`src/rtl/tdm_demux_rx.sv`:
```
// ----------------------------------------------------------------------------
// tdm_demux_rx
//   Receive side of the serial TDM link. A 1-bit, MSB-first, slot-interleaved
//   stream is framed by fsync, which marks the MSB of channel 0. Each completed
//   slot is written into its own slice of ch_data. Framing violations are
//   flagged on sync_err.
//
// Ports
//   clk        in   rising-edge clock
//   rst_n      in   asynchronous active-low reset
//   en         in   sdata/fsync valid this cycle (en=0 stalls the receiver)
//   sdata      in   serial data bit, MSB of each slot first
//   fsync      in   with en: this bit is the MSB of channel 0
//   ch_data    out  channel k in bits [k*SLOT_BITS +: SLOT_BITS]
//   ch_valid   out  one-cycle pulse per channel: slice k was just updated
//   frame_done out  one-cycle pulse: the last channel of a frame was written
//   sync_err   out  one-cycle pulse: framing violation detected
//   locked     out  high while the receiver is aligned to a frame (RECV)
// ----------------------------------------------------------------------------
module tdm_demux_rx #(
    parameter int NUM_CH    = 4,
    parameter int SLOT_BITS = 8
) (
    input  logic                        clk,
    input  logic                        rst_n,
    input  logic                        en,
    input  logic                        sdata,
    input  logic                        fsync,
    output logic [NUM_CH*SLOT_BITS-1:0] ch_data,
    output logic [NUM_CH-1:0]           ch_valid,
    output logic                        frame_done,
    output logic                        sync_err,
    output logic                        locked
);

    localparam int BIT_W = $clog2(SLOT_BITS);
    localparam int CH_W  = $clog2(NUM_CH);

    typedef enum logic {
        HUNT = 1'b0,
        RECV = 1'b1
    } state_t;

    state_t                      state_q,      state_d;
    // Only SLOT_BITS-1 bits are stored: the final bit of a slot is taken
    // straight from sdata on the edge that completes the word.
    logic [SLOT_BITS-2:0]        shift_q,      shift_d;
    logic [BIT_W-1:0]            bit_cnt_q,    bit_cnt_d;
    logic [CH_W-1:0]             ch_cnt_q,     ch_cnt_d;
    logic [NUM_CH*SLOT_BITS-1:0] ch_data_q,    ch_data_d;
    logic [NUM_CH-1:0]           ch_valid_q,   ch_valid_d;
    logic                        frame_done_q, frame_done_d;
    logic                        sync_err_q,   sync_err_d;

    logic [SLOT_BITS-1:0] word;
    logic                 last_bit;
    logic                 last_ch;
    logic                 boundary;

    assign word     = {shift_q, sdata};
    assign last_bit = (bit_cnt_q == BIT_W'(SLOT_BITS - 1));
    assign last_ch  = (ch_cnt_q == CH_W'(NUM_CH - 1));
    // Both counters at zero while locked means the previous frame just ended
    // and the next enabled bit must carry fsync.
    assign boundary = (bit_cnt_q == '0) && (ch_cnt_q == '0);

    // Next-state / output logic.
    // NOTE: every signal gets a default before any branch; a path that leaves
    // a combinational variable unassigned would infer a latch.
    always_comb begin
        state_d      = state_q;
        shift_d      = shift_q;
        bit_cnt_d    = bit_cnt_q;
        ch_cnt_d     = ch_cnt_q;
        ch_data_d    = ch_data_q;
        ch_valid_d   = '0;
        frame_done_d = 1'b0;
        sync_err_d   = 1'b0;

        if (en) begin
            unique case (state_q)
                HUNT: begin
                    if (fsync) begin
                        shift_d    = '0;
                        shift_d[0] = sdata;
                        bit_cnt_d  = BIT_W'(1);
                        ch_cnt_d   = '0;
                        state_d    = RECV;
                    end
                end

                RECV: begin
                    if (fsync) begin
                        // A frame start: clean at the boundary, otherwise the
                        // partial slot is dropped and the frame restarts here.
                        sync_err_d = !boundary;
                        shift_d    = '0;
                        shift_d[0] = sdata;
                        bit_cnt_d  = BIT_W'(1);
                        ch_cnt_d   = '0;
                    end else if (boundary) begin
                        // Missing fsync where one was due: lose lock.
                        sync_err_d = 1'b1;
                        bit_cnt_d  = '0;
                        ch_cnt_d   = '0;
                        state_d    = HUNT;
                    end else if (last_bit) begin
                        ch_data_d[ch_cnt_q*SLOT_BITS +: SLOT_BITS] = word;
                        ch_valid_d[ch_cnt_q] = 1'b1;
                        bit_cnt_d            = '0;
                        if (last_ch) begin
                            ch_cnt_d     = '0;
                            frame_done_d = 1'b1;
                        end else begin
                            ch_cnt_d = ch_cnt_q + CH_W'(1);
                        end
                    end else begin
                        shift_d   = word[SLOT_BITS-2:0];
                        bit_cnt_d = bit_cnt_q + BIT_W'(1);
                    end
                end

                default: state_d = HUNT;
            endcase
        end
    end

    // NOTE: sequential state uses non-blocking assignments so every flop
    // samples the pre-edge values regardless of statement order.
    always_ff @(posedge clk or negedge rst_n) begin
        if (!rst_n) begin
            state_q      <= HUNT;
            shift_q      <= '0;
            bit_cnt_q    <= '0;
            ch_cnt_q     <= '0;
            ch_data_q    <= '0;
            ch_valid_q   <= '0;
            frame_done_q <= 1'b0;
            sync_err_q   <= 1'b0;
        end else begin
            state_q      <= state_d;
            shift_q      <= shift_d;
            bit_cnt_q    <= bit_cnt_d;
            ch_cnt_q     <= ch_cnt_d;
            ch_data_q    <= ch_data_d;
            ch_valid_q   <= ch_valid_d;
            frame_done_q <= frame_done_d;
            sync_err_q   <= sync_err_d;
        end
    end

    assign ch_data    = ch_data_q;
    assign ch_valid   = ch_valid_q;
    assign frame_done = frame_done_q;
    assign sync_err   = sync_err_q;
    assign locked     = (state_q == RECV);

endmodule

```
`config.mk`:
```
export PLATFORM = sky130hd
export DESIGN_NAME = tdm_demux_rx
export DESIGN_NICKNAME = d
export VERILOG_FILES = /design/src/rtl/tdm_demux_rx.sv
export SDC_FILE = /design/constraint.sdc
export NUM_CORES = 1
export LEC_CHECK = 0
export ABC_AREA = 1
export BUFFER_PORTS_ARGS = -buffer_cell sky130_fd_sc_hd__buf_2
export CAP_MARGIN = 20
export CORE_MARGIN = 5
export CORE_UTILIZATION = 40
export DETAILED_ROUTE_END_ITERATION = 10
export GPL_ROUTABILITY_DRIVEN = 0
export HOLD_SLACK_MARGIN = 0.05
export REMOVE_ABC_BUFFERS = 1
export SETUP_SLACK_MARGIN = 0.1
export SLEW_MARGIN = 20
export SYNTH_ARGS = -nofsm -noshare
export SYNTH_HDL_FRONTEND = slang
export SYNTH_SLANG_ARGS = --single-unit
```
`constraint.sdc`:
```
create_clock -name clk -period 5.67 [get_ports clk]
set_input_delay 0.567 -clock clk [delete_from_list [all_inputs] [get_ports clk]]
set_output_delay 0.567 -clock clk [all_outputs]
set_load 0.05 [all_outputs]
```
==> impl_metrics.csv <==
group,metric,value,unit
logic_synthesis,synth_compound_area_frac,0.0687,
logic_synthesis,synthSimpleGateAreaFrac,0.323,
sta,tns,0,ns
setup_path,crit_path_max_fanout,18,
job,max-cap-violations,0,
sta,grt_setup_unrepaired,"no",
logic_synthesis,synthAdderAreaFrac,0.0505,
cts,clk_pin_slew_worst_paths,0.09,ns
global_route,grt_max_degree,51,
global_route,antenna_found_initial,0,
global_route,grt_overflow,0,
sta,setup_viol,0,
logic_synthesis,yosysSeqAreaShare,0.505,
cts,post_cts_resized,0,
setup_path,required,5.86,ns
logic_synthesis,synthCells,274,
drt,vias,1926,
setup_path,ff2ff_path_depth,9,
cts,clock_path_buffers,2,
floorplan,core_area,0.00596,mm2
setup_path,r2r-end,"ch_data[18]",
sta,fin_skew,0.00801,ns
drt,wl_per_cell,13.7,um
placement,dpl_cell_area,0.00273,mm2
drt,vias_per_cell,4.93,
floorplan,die_area,0.00786,mm2
cts,clock_latency,0.30,ns
power_and_ir_drop,vdd_ir_drop_max,134,uV
floorplan,io_pins,44,
global_route,grt_first_pass_wirelength,9320,um
sta,hold_viol,0,
setup_path,crit_path_start_kind,"flop",
logic_synthesis,synth_cell_types,27,
drt,wl,5350,um
setup_path,regToRegSetupSlack,2.98,ns
logic_synthesis,yosys-mux-area-fraction,0,
sta,fin_crit,2.69,ns
cts,numCtsBuffers,5,
power_and_ir_drop,p_per_area,288,mW/mm2
floorplan,rows,28,
setup_path,endpoint_kind,"flop",
cts,cts_sinks,50,
power_and_ir_drop,p_leak,1.56,nW
drt,ant_nets,0,
drt,drc,0,
setup_path,endpoint,"ch_data[18]",
sta,slew_viol_final,0,
sta,worst_slew_pin_slew,0.641,ns
cts,root_buffer,"clkbuf_8",
logic_synthesis,synth_xor_area_frac,0,
finish,num_antenna_cells,0,
logic_synthesis,ys_warn_count,0,
run_status,status,"completed",
finish,layout-drive-gt1-share,0.278,
floorplan,die-height,88.7,um
floorplan,die_w,88.7,um
drt,drt-pass1-iter-count,4,
logic_synthesis,synth_top_family_by_area,"simple AND/OR/NAND/NOR gates",
finish,area_delta_synth_final,13.8,%
logic_synthesis,ys_ff_latch,50,
logic_synthesis,syn_area_per_cell,9.04,um2
cts,cts-htree-levels,2,
sta,max_slew_margin,0.572,
cts,postCtsSetupBuffers,0,
floorplan,initial_core_util,0.416,
sta,fin_crit_sh,0.475,
global_route,grt_pass1_vias,1926,
placement,hpwl,3850,um
setup_path,path_class,"flop to flop",
cts,cts_hold_buf,0,
placement,io_buffer_count,43,
setup_path,r2r_start,"ch_cnt_q[0]",
setup_path,arrival,2.88,ns
global_route,grt_usage,0.152,
cts,cts_tree,"done",
finish,final_cell_area,0.00282,mm2
sta,max_freq,0.371,GHz
setup_path,critPathLaunch,"ch_cnt_q[0]",
logic_synthesis,syn-cell-area,0.00248,mm2
worst_hold_path,worstHoldPathType,"input port to async pin",
finish,nets,330,
drt,drt_iter0_markers,147,
## through the flow
step	power [mW]	utilization	std cells	hold slack [ns]	worst slack [ns]
final	0.811	0.473	391	0.277	2.98
after global routing	0.865	0.473	391	0.330	2.71
after floorplan	0.551	-	265	0.271	3.37
after CTS	0.819	0.473	391	0.300	2.99
after global placement	0.604	0.457	383	0.460	3.11
after detailed placement	0.606	0.458	383	0.460	3.02
## routing by layer
layer  global-route usage  wire [um]  up-vias
li1                     -          -      971
met1                0.211       2550      890
met2                0.225       2360       53
met3               0.0372        323       12
met4               0.0646        116        0
met5                    0          0        -
## synth_stat cells, drive strengths merged
master,count,area share
nand4,12,0.030
dfrtp,50,0.51
inv,16,0.024
nor3b,1,0.0030
nor3,3,0.0061
nand2,101,0.18
nor2,21,0.042
a22o,1,0.0035
nand3,22,0.044
o21ai,19,0.063
buf,8,0.023
clkinv,2,0.0035
ha,10,0.051
o22ai,1,0.0025
clkbuf,1,0.0015
nand3b,6,0.018
## logic make-up after synthesis
logic type | count (synthesis)
DFF | 50
AOI/OAI and AO/OA | 21
buffers and inverters | 27
and+or+nand+nor | 166
adders and majority gates | 10
## registers in the layout (all words and copies together), names as in the netlist
name       cells
bit_cnt_q      3
ch_data       32
ch_valid       4
sync_err       1
ch_cnt_q       2
shift_q        7
locked         1
## worst max-delay path, cell delays in order, from the launching register on
cell	delay (ns)
dfrtp_1	0.61
clkinv_1	0.52
ha_1	0.47
nand3_1	0.17
ha_1	0.16
nand2_1	0.12
nor2_8	0.18
nand2_4	0.17
nand2_1	0.11
o21ai_2	0.05
## worst min path at each step
stage	start	slack, ns	to	depth (start not counted)
3_3_place_gp	ch_data[10]	0.46	ch_data[10]	2
3_5_place_dp	ch_data[27]	0.46	ch_data[27]	2
2_1_floorplan	rst_n	0.27	bit_cnt_q[0]	0
4_1_cts	rst_n	0.30	ch_data[5]	1
5_1_grt	rst_n	0.33	ch_data[5]	1
6_report	rst_n	0.28	ch_data[5]	1
## placed cells by master (no fill, tap or decap), types with 5 or more instances in the layout
cell / instances
dfrtp_1: 50
nand3b_1: 6
buf_2: 42
ha_1: 10
nand4_1: 12
nand3_1: 22
nand2_4: 6
nand2_1: 88
nand2_2: 7
inv_1: 11
inv_2: 5
o21ai_2: 16
nor2_1: 18
clkbuf_8: 6
## layout make-up
type	instances	area, um2
Clock buffer	7	86.3
Clock inverter	1	5.00
Fill cell	609	3140
Inverter	18	68.8
Multi-Input combinational cell	197	1090
Sequential cell	50	1250
Tap cell	75	93.8
Timing Repair Buffer	43	218
## power breakdown
| group | total (mW) | internal (mW) | leakage [nW] | switching, mW |
|---|---|---|---|---|
| Sequential | 0.412 | 0.381 | 0.688 | 0.0302 |
| Combinational | 0.185 | 0.0527 | 0.824 | 0.132 |
| Clock | 0.214 | 0.0987 | 0.0482 | 0.115 |
| Total | 0.811 | 0.533 | 1.56 | 0.278 |
(Power assumes the default switching activity.)
